File: src/rtl/mae_arb_pkg.sv
// mae_arb_pkg: shared widths, in-flight tag record and flush FSM states for mae_share_arb
package mae_arb_pkg;
  localparam int MAE_AW = 18;
  localparam int MAE_PW = 40;
  localparam int MAE_IDW = 3;
  typedef struct packed {
    logic valid;
    logic [MAE_IDW-1:0] id;
    logic acc;
  } tag_t;
  typedef enum logic [1:0] {RUN, DRAIN, DONE} fsm_t;
endpackage

File: src/rtl/mae_arb_rfifo.sv
// mae_arb_rfifo: synchronous result FIFO with occupancy count; head reads as zero when empty
module mae_arb_rfifo #(
  parameter int DEPTH = 8,
  parameter int W = 42
) (
  input  logic clk,
  input  logic arst_n,
  input  logic wr_en,
  input  logic [W-1:0] wr_data,
  input  logic rd_en,
  output logic [W-1:0] rd_data,
  output logic [$clog2(DEPTH):0] count
);
  localparam int AW = $clog2(DEPTH);
  logic [W-1:0] mem [DEPTH];
  logic [AW:0] wp, rp;
  always_ff @(posedge clk or negedge arst_n)
    if (!arst_n) begin
      wp <= '0;
      rp <= '0;
    end else begin
      if (wr_en) wp <= wp + 1'b1;
      if (rd_en) rp <= rp + 1'b1;
    end
  always_ff @(posedge clk)
    if (wr_en) mem[wp[AW-1:0]] <= wr_data;
  assign count = wp - rp;
  assign rd_data = (count != '0) ? mem[rp[AW-1:0]] : '0;
endmodule

File: src/rtl/mae_share_arb.sv
// mae_share_arb: round-robin sharing of one MAE multiplier with tagged, credit-protected results.
// Define MAE_ARB_ACCUM_EN to add the req_acc port and per-requester 40b accumulators.
module mae_share_arb
  import mae_arb_pkg::*;
#(
  parameter int NREQ = 4,
  parameter int MAE_LAT = 2,
  parameter int FIFO_DEPTH = 8,
  localparam int IDW = $clog2(NREQ)
) (
  input  logic clk,
  input  logic arst_n,
  input  logic [NREQ-1:0] req_valid,
  output logic [NREQ-1:0] req_ready,
  input  logic [MAE_AW*NREQ-1:0] req_a,
  input  logic [MAE_AW*NREQ-1:0] req_b,
`ifdef MAE_ARB_ACCUM_EN
  input  logic [NREQ-1:0] req_acc,
`endif
  output logic [MAE_AW-1:0] mae_a,
  output logic [MAE_AW-1:0] mae_b,
  output logic mae_en,
  input  logic [MAE_PW-1:0] mae_p,
  output logic rsp_valid,
  input  logic rsp_ready,
  output logic [IDW-1:0] rsp_id,
  output logic [MAE_PW-1:0] rsp_p,
  input  logic flush,
  output logic flush_done
);
  localparam int CW = $clog2(FIFO_DEPTH) + 1;
  fsm_t state, state_nx;
  tag_t [MAE_LAT:0] tp;
  logic [IDW-1:0] rr, gnt_id, idx, wr_id;
  logic gnt_any, accept, pop, wr, acc_bit, unused;
  logic [CW-1:0] used, count;
  logic [MAE_PW-1:0] res;
  logic [IDW+MAE_PW-1:0] head;
  logic [MAE_AW-1:0] opa [NREQ];
  logic [MAE_AW-1:0] opb [NREQ];
  for (genvar i = 0; i < NREQ; i++) begin : g_unpack
    assign opa[i] = req_a[MAE_AW*i +: MAE_AW];
    assign opb[i] = req_b[MAE_AW*i +: MAE_AW];
  end
  // scan farthest-first so the requester nearest after rr is the last (winning) assignment
  always_comb begin
    gnt_any = 1'b0;
    gnt_id = rr;
    idx = rr;
    for (int k = NREQ; k >= 1; k--) begin
      idx = IDW'((int'(rr) + k) % NREQ);
      if (req_valid[idx]) begin
        gnt_any = 1'b1;
        gnt_id = idx;
      end
    end
  end
  // used counts in-flight tags plus FIFO entries, so a granted op always has a FIFO slot
  assign accept = gnt_any && state == RUN && !flush && used < CW'(FIFO_DEPTH);
  assign req_ready = accept ? NREQ'(1) << gnt_id : '0;
  assign pop = rsp_valid && rsp_ready;
  assign wr = tp[MAE_LAT].valid;
  assign wr_id = tp[MAE_LAT].id[IDW-1:0];
  assign unused = ^{tp[MAE_LAT].acc, tp[MAE_LAT].id};
  always_ff @(posedge clk or negedge arst_n)
    if (!arst_n) begin
      state <= RUN;
      rr <= IDW'(NREQ - 1);
      used <= '0;
      mae_en <= 1'b0;
      mae_a <= '0;
      mae_b <= '0;
      tp <= '0;
    end else begin
      state <= state_nx;
      used <= used + CW'(accept) - CW'(pop);
      mae_en <= accept;
      tp[0] <= {accept, MAE_IDW'(gnt_id), acc_bit};
      for (int k = 1; k <= MAE_LAT; k++) tp[k] <= tp[k-1];
      if (accept) begin
        rr <= gnt_id;
        mae_a <= opa[gnt_id];
        mae_b <= opb[gnt_id];
      end
    end
  always_comb
    state_nx = state == RUN ? (flush ? DRAIN : RUN) : !flush ? RUN : used == '0 ? DONE : state;
  assign flush_done = state == DONE;
`ifdef MAE_ARB_ACCUM_EN
  logic [MAE_PW-1:0] acc [NREQ];
  assign acc_bit = req_acc[gnt_id];
  assign res = tp[MAE_LAT].acc ? acc[wr_id] + mae_p : mae_p;
  always_ff @(posedge clk or negedge arst_n)
    if (!arst_n) begin
      for (int i = 0; i < NREQ; i++) acc[i] <= '0;
    end else if (wr) begin
      acc[wr_id] <= res;
    end
`else
  assign acc_bit = 1'b0;
  assign res = mae_p;
`endif
  mae_arb_rfifo #(.DEPTH(FIFO_DEPTH), .W(IDW + MAE_PW)) u_fifo (
    .clk(clk),
    .arst_n(arst_n),
    .wr_en(wr),
    .wr_data({wr_id, res}),
    .rd_en(pop),
    .rd_data(head),
    .count(count)
  );
  assign rsp_valid = count != '0;
  assign {rsp_id, rsp_p} = head;
endmodule

File: config.mk
export PLATFORM = sky130hd
export DESIGN_NAME = mae_share_arb
export DESIGN_NICKNAME = d
export VERILOG_FILES = /design/src/rtl/mae_arb_pkg.sv /design/src/rtl/mae_arb_rfifo.sv /design/src/rtl/mae_share_arb.sv
export SDC_FILE = /design/constraint.sdc
export NUM_CORES = 1
export LEC_CHECK = 0
export ABC_AREA = 1
export CAP_MARGIN = 10
export CELL_PAD_IN_SITES_DETAIL_PLACEMENT = 1
export CELL_PAD_IN_SITES_GLOBAL_PLACEMENT = 2
export CORE_ASPECT_RATIO = 0.8
export CORE_MARGIN = 10
export CORE_UTILIZATION = 32
export CTS_BUF_LIST = sky130_fd_sc_hd__clkbuf_16
export DETAILED_ROUTE_END_ITERATION = 8
export HOLD_SLACK_MARGIN = 0.1
export PLACE_DENSITY_LB_ADDON = 0.1
export REMOVE_ABC_BUFFERS = 1
export SLEW_MARGIN = 5
export SYNTH_ARGS = -nofsm -noshare
export SYNTH_HDL_FRONTEND = slang
export SYNTH_SLANG_ARGS = --single-unit
File: constraint.sdc
create_clock -name clk -period 3.16 [get_ports clk]
set_input_delay 0.632 -clock clk [delete_from_list [all_inputs] [get_ports clk]]
set_output_delay 0.632 -clock clk [all_outputs]
set_load 0.1 [all_outputs]
==> run metrics, run 1 <==
overall routing resource usage 17.1%; Startpoint Class register; grt ovf 0; GPL Wtd Cong 0.775; TNS Setup -4.18 ns; post-synthesis cell type count 38; Mapped Area 0.0174 mm2; number of synthesized register bits 397; area of the core ~0.054 mm2; initial antenna violation count 10; mux cell area share after synthesis 0%; period utilization 106%; relative slew slack 40.4%; Synth area leader edfxtp_1; Final Hold Fails 0; Critical Path Fanout Max 8; Routed WL 57,300 um; critical path type register to output pin; Cell Rows between 70 and 80; Final min period 3.34 ns; Syn. warnings 0; Worst R2R End used[2]; worst hold slack 0.165 ns; placed standard-cell area 0.0216 mm2; IO Port Bufs 276; post-DP HPWL 33,000 um; first-pass GRT wire length 85,300 um; failing checks setup timing; number of global-route vias before repair 13,700; chip width 280 um; crit path DAT approximately 2.7 ns; Seq. cell area 0.0116 mm2; largest family of logic cells by synthesized area simple AND/OR/NAND/NOR gates; routed len/inst 22.0 um; total number of vias 13,000; Post-Synth Adder-Cell Area 0.836%; die area 0.0640 mm2; Seq/Total Area, Yosys 66.9%; syn avg cell area 11.1 um2; share of cells above drive strength 1 17.3%; fill cell count 5,616; largest cells by area after synthesis edfxtp_1, nand2_1, dfrtp_1; Routed Antenna Nets 0; number of remaining DRC errors 0; Num CTS Buffers 44; XOR/XNOR Fraction of Synth Area 0.505%; I/O pins 277; final setup skew ~0.024 ns; Sinks on Clock Net 397; Worst Tran Pin Value 0.894 ns; Detailed Route Iter0 Violations 657; Multi-input gate area 0.00526 mm2; simple-gate share of the synthesized area 14.8%; Final nets 2,070; flop2flop setup slack between 0.1 and 0.15 ns; Final Max Tran Viols 0; Mapped Cells 1,559; Compound-Gate Fraction of Synth Area a little over a tenth; DRT Pass-1 Iters 4; status finished with violations; largest net degree at the start of global routing 130; area grow syn2layout 37.4%; Hold WC Path Type input port to asynchronous set/reset pin; fin area roughly 0.024 mm2; worst-case reg-to-reg path depth 16; worst skew pair latency 0.58 ns; PnR worst setup slack -0.179 ns; RSZ-0062 raised after global routing true; Worst Setup End Kind output pin; RR Startpoint u_fifo.rp[1]; CTS tree yes; clk root buf clkbuf_16; htree depth 2; initial core utilization 32.3%; detailed-route vias per instance 4.99; clk buf depth 3; achievable frequency between 200 and 300 MHz; Max-cap violations 0; final number of setup-violating endpoints 42; die height 228 um; Worst-path clk slew 0.06 ns; CP required 2.53 ns; share of Yosys cell area claimed by the top area cell type 58.1%
## state kept, by name (all words and copies together) (netlist names)
signal	cells
mae_a	18
u_fifo.mem	336
mae_b	18
u_fifo.rp	4
rr	2
wr	1
state	2
u_fifo.wp	4
tp	8
used	4
## worst max-delay path by stage
stage                 start           end  slack (ns)  depth (start not counted)
2_1_floorplan  u_fifo.rp[1]     rsp_id[0]       -5.12                         10
3_3_place_gp   req_valid[3]  req_ready[2]        0.10                         13
3_5_place_dp   req_valid[3]  req_ready[2]        0.07                         13
4_1_cts        u_fifo.wp[1]     rsp_p[34]       -0.22                         12
5_1_grt        u_fifo.wp[1]     rsp_p[34]       -0.28                         12
6_report       u_fifo.wp[1]     rsp_p[34]       -0.18                         12
## synth_stat cells (all sizes together)
master  number
nand2      421
edfxtp     336
inv        139
a21oi      131
nand3      115
dfrtp       59
nor2        58
clkbuf      56
buf         47
a211oi      42
a22oi       42
a32o        42
or2         19
o211ai      18
ha          10
xor2         7
o21ai        5
xnor2        3
dfstp        2
nand4        2
clkinv       1
fa           1
nor3         1
nor3b        1
o21bai       1
## critical path: stages, from the launching register on
cell	delay, ns
dfrtp_1	0.42
ha_4	0.31
inv_4	0.04
o21bai_4	0.13
nand2_2	0.09
nand2_2	0.09
xor2_2	0.07
nand2_2	0.15
clkinv_8	0.11
buf_16	0.18
a211oi_4	0.22
buf_4	0.17
buf_12	0.17
## layout make-up
class	instances	area share, %
antenna	2	0.0210
timing repair buffer	365	17.6
clock inverter	34	0.776
inverter	140	2.36
tap	702	3.68
sequential	397	48.8
multi-input combinational	919	22.0
clock buffer	45	4.72
## logic make-up after synthesis
group / Yosys count
and+or+nand+nor: 617
xor gates and xnor gates: 10
DFF: 397
adders and majority gates: 11
buffers and inverters: 243
AOI/OAI and AO/OA: 281
## placed cells by master, fill, tap and decap left out, types with 4 or more instances in the layout
cell | synthesis | routed
inv_2 | 4 | 5
a211oi_2 | 0 | 17
or2_1 | 18 | 18
buf_16 | 0 | 11
nand2_1 | 415 | 406
buf_6 | 10 | 6
buf_12 | 0 | 55
clkinv_2 | 0 | 6
ha_1 | 10 | 7
o211ai_1 | 18 | 18
a211oi_4 | 0 | 22
clkinv_1 | 1 | 11
a32o_1 | 42 | 42
buf_4 | 7 | 99
nand2_4 | 0 | 5
nor2_1 | 56 | 46
xor2_1 | 7 | 6
nand2_2 | 6 | 10
clkdlybuf4s50_1 | 0 | 190
a22oi_1 | 42 | 42
nor2_4 | 1 | 9
dfrtp_1 | 59 | 56
inv_1 | 134 | 141
a21oi_1 | 130 | 129
clkbuf_16 | 0 | 48
nand3_1 | 114 | 111
edfxtp_1 | 336 | 336
o21ai_0 | 4 | 4
## per-layer routing
| metal | global-route usage (%) | vias up | part of all wire (%) |
|---|---|---|---|
| met5 | 0 | - | 0.17 |
| met4 | 4.40 | 16 | 1.9 |
| met3 | 5.61 | 90 | 7.1 |
| met2 | 27.7 | 283 | 47 |
| met1 | 21.8 | 6547 | 44 |
| li1 | - | 6050 | - |
## metrics by stage
step           util (%)  worst slack (ns)  std cells
2_1_floorplan         -             -5.12       1456
3_3_place_gp       40.1             0.104       2500
3_5_place_dp       40.1            0.0735       2500
4_1_cts            43.8            -0.222       2590
5_1_grt            44.4            -0.280       2602
6_report           44.4            -0.179       2604
## timing repair
item,in CTS,in global routing
gates cloned,6,3
resized for setup,81,44
pin swaps,7,15
setup endpoints to repair,45,48
hold buffers,0,0
buffers inserted,10,11
Power of run 1 is left out: the tool's default activity adds up to more than one toggle a clock period on the data nets, which glitch-free logic cannot reach.
==> run 2, diff against run 1 <==
--- a/config.mk
+++ b/config.mk
@@ -5,18 +5,19 @@
 export SDC_FILE = /design/constraint.sdc
 export NUM_CORES = 1
 export LEC_CHECK = 0
-export ABC_AREA = 1
+export ABC_AREA = 0
 export CAP_MARGIN = 10
 export CELL_PAD_IN_SITES_DETAIL_PLACEMENT = 1
 export CELL_PAD_IN_SITES_GLOBAL_PLACEMENT = 2
 export CORE_ASPECT_RATIO = 0.8
 export CORE_MARGIN = 10
-export CORE_UTILIZATION = 32
+export CORE_UTILIZATION = 34
 export CTS_BUF_LIST = sky130_fd_sc_hd__clkbuf_16
 export DETAILED_ROUTE_END_ITERATION = 8
 export HOLD_SLACK_MARGIN = 0.1
 export PLACE_DENSITY_LB_ADDON = 0.1
 export REMOVE_ABC_BUFFERS = 1
+export SKIP_CTS_REPAIR_TIMING = 1
 export SLEW_MARGIN = 5
 export SYNTH_ARGS = -nofsm -noshare
 export SYNTH_HDL_FRONTEND = slang
==> run 2 against run 1 <==
Effect of this change:
- the flow still finishes with violations (setup timing)
- fmax about the same
- critical path type unchanged
- flip-flop and latch count unchanged
- sequential share of layout area up 3.5 points
- cell count down 24%
- register-to-register slack better by 0.05 ns
- clock skew down 0.0052 ns
- highest routed layer unchanged
- die area down 11%
==> run metrics, run 2 <==
total number of vias 9,852 (was 13,000); share of cells above drive strength 1 25.6% (was 17.3%); Critical Path Fanout Max 7 (was 8); Seq/Total Area, Yosys 71.9% (was 66.9%); Commonest cells post-synth edfxtp_1, nand2_1, a21oi_1, mux4_2, dfrtp_1 (was nand2_1, edfxtp_1, inv_1, a21oi_1, nand3_1); Syn. warnings 0 (unchanged); final number of setup-violating endpoints 43 (was 42); Sinks on Clock Net 397 (unchanged); syn avg cell area 15.9 um2 (was 11.1 um2); routed len/inst 23.9 um (was 22.0 um); PD cells 1190 mW/mm2; Routed Antenna Nets 0 (unchanged); Final Hold Fails 0 (unchanged); overall routing resource usage 16.2% (was 17.1%); status finished with violations (unchanged); Worst path most repeated cell buf_12 (was nand2_2); flop2flop setup slack 0.19 ns (was 0.14 ns); post-DP HPWL 28,900 um (was 33,000 um); RSZ-0062 raised after global routing true (unchanged); initial core utilization 34.4% (was 32.3%); grt ovf 0 (unchanged); area grow syn2layout 37.7% (was 37.4%); Routed WL 47,200 um (was 57,300 um); Static Leak 8.03 nW; number of synthesized register bits 397 (unchanged); relative slew slack 54.9% (was 40.4%); Mapped Area 0.0162 mm2 (was 0.0174 mm2); Worst Tran Pin Value 0.677 ns (was 0.894 ns); max reg flops 336 (unchanged); Most used DFF post-synth edfxtp_1 (unchanged); Final nets 1,528 (was 2,070); area of the core 0.0470 mm2 (was 0.0537 mm2); Synth area leader edfxtp_1 (unchanged); clk root buf clkbuf_16 (unchanged); most frequent cells in the layout edfxtp_1, nand2_1, clkdlybuf4s50_1 (was nand2_1, edfxtp_1, clkdlybuf4s50_1); worst path bufs/invs 3 (was 5); DRT Pass-1 Iters 6 (was 4); failing checks setup timing (unchanged); Worst-path clk slew 0.06 ns (about the same); Max-cap violations 0 (unchanged); initial antenna violation count 7 (was 10); post-synthesis cell type count 38 (unchanged); Seq. cell area 0.0116 mm2 (about the same); critical path type register to output pin (unchanged); PnR Total Power 26.4 mW; Startpoint Class register (unchanged); worst vdd ir between 1 and 1.5 mV; Worst Setup End Kind output pin (unchanged); die height 215 um (was 228 um); CP required 2.53 ns (about the same); Cell Rows 71 (was 76); fin area 0.0223 mm2 (was 0.0238 mm2); GPL Wtd Cong 0.832 (was 0.775); most common cell after layout, fill and taps aside edfxtp_1 (was nand2_1); achievable frequency 299 MHz (was 300 MHz); number of global-route vias before repair 11,100 (was 13,700); largest net degree at the start of global routing 88 (was 130); crit path DAT 2.71 ns (about the same); detailed-route vias per instance 4.98 (was 4.99); worst skew pair latency 0.56 ns (was 0.58 ns); die area 0.0567 mm2 (was 0.0640 mm2); final setup skew 0.0192 ns (was 0.0243 ns); crit-path cells ha_4, nor2b_4, o21ai_2, and3_1, o2111a_2, buf_12, clkbuf_16, a21oi_2, buf_12 (was ha_4, inv_4, o21bai_4, nand2_2, nand2_2, xor2_2, nand2_2, clkinv_8, buf_16, a211oi_4, buf_4, buf_12); period utilization 106% (about the same); max incr delay on CP 0.45 ns (was 0.42 ns); Num CTS Buffers 43 (was 44); Multi-input gate area 0.00468 mm2 (was 0.00526 mm2); share of Yosys cell area claimed by the top area cell type 62.4% (was 58.1%); crit path max-delay cell type dfrtp_2 (was dfrtp_1); htree depth 2 (unchanged); Hold WC Path Type input port to asynchronous set/reset pin (unchanged); critical path's top delay family compound AO/OA/AOI/OAI gates (was buffers and inverters); chip width 264 um (was 280 um); clk buf depth 3 (unchanged); number of remaining DRC errors 0 (unchanged); Final min period 3.34 ns (about the same); largest cells by area after synthesis edfxtp_1, mux4_2, dfrtp_1 (was edfxtp_1, nand2_1, dfrtp_1); I/O pins 277 (unchanged); IO Port Bufs 276 (unchanged); first-pass GRT wire length 70,800 um (was 85,300 um); Mapped Cells 1,018 (was 1,559); Async SR Flop Fraction 15.4% (unchanged); PnR worst setup slack -0.180 ns (was -0.179 ns); EDFF count, synth 336 (unchanged); fill cell count 4,560 (was 5,616); placed standard-cell area 0.0204 mm2 (was 0.0216 mm2); most common cell in the synthesized netlist edfxtp_1 (was nand2_1); Detailed Route Iter0 Violations 543 (was 657); Final Max Tran Viols 0 (unchanged); CTS tree yes (unchanged)
## run 2: cell types whose count changed in the layout (fill, tap and decap cells not counted), sizes merged, moves of 18 or more
cell,before,now
or2,19,0
a211oi,42,0
a32o,42,0
a211o,0,36
nand3,115,0
a22oi,42,0
nand2,421,237
mux4,0,84
inv,150,28
nor2,58,15
o211ai,18,0
buf,172,132
## run 2: final timing paths
| check | startpoint | endpoint | cells past startpoint |
|---|---|---|---|
| worst max-delay path | u_fifo.wp[1] | rsp_p[15] | 9 |
| worst min-delay path | arst_n | state[0] | 1 |
| worst max register to register | u_fifo.wp[1] | used[2] | 13 |
| worst min register to register | tp[6] | tp[11] | 0 |
| max in group asynchronous | arst_n | mae_a[5] | 2 |
| min in group clk | tp[6] | tp[11] | 0 |
## run 2: cells by family after synthesis
kind of cell,count (synthesis),synth area share (%)
buffers and inverters,80,2.20
AO/OA/AOI/OAI,163,5.99
adder cells (fa/ha/maj),11,0.898
flip-flops,397,71.9
XOR/XNOR,10,0.542
AND/OR/NAND/NOR,270,6.59
multiplexers,87,11.9
## run 2: metal layers
| layer | routed length [um] | global-route usage, % |
|---|---|---|
| met5 | 69 | 0 |
| met4 | 632 | 4.01 |
| met3 | 3650 | 6.01 |
| met2 | 23000 | 27.0 |
| met1 | 19800 | 19.7 |
## run 2: through the flow
step / utilization [%] / setup WS (ns) / cells / setup TNS [ns] / hold slack [ns]
floorplan: - / -3.81 / 955 / -318.91 / 0.331
global placement: 43.4 / 0.0558 / 1898 / 0 / 0.333
detailed placement: 43.4 / 0.0416 / 1898 / 0 / 0.336
CTS: 46.2 / -0.480 / 1972 / -14.29 / 0.0786
global route: 47.4 / -0.286 / 1975 / -10.07 / 0.116
finish: 47.4 / -0.180 / 1978 / -4.97 / 0.0900
## run 2: final cells by class
type,count,share of cell area [%]
Timing Repair Buffer,325,17.0
Multi-Input combinational cell,541,21.0
Tap cell,620,3.48
Clock inverter,31,1.08
Sequential cell,397,52.2
Clock buffer,43,4.83
Inverter,17,0.298
Antenna cell,4,0.0450
## run 2: report_power, final
group	switching, mW	total (mW)	internal (mW)
clock	2.04	4.76	2.72
combinational	9.68	15.0	5.33
sequential	0.328	6.65	6.32
total	12.0	26.4	14.4
No activity file was read; power rests on OpenSTA's default activity.
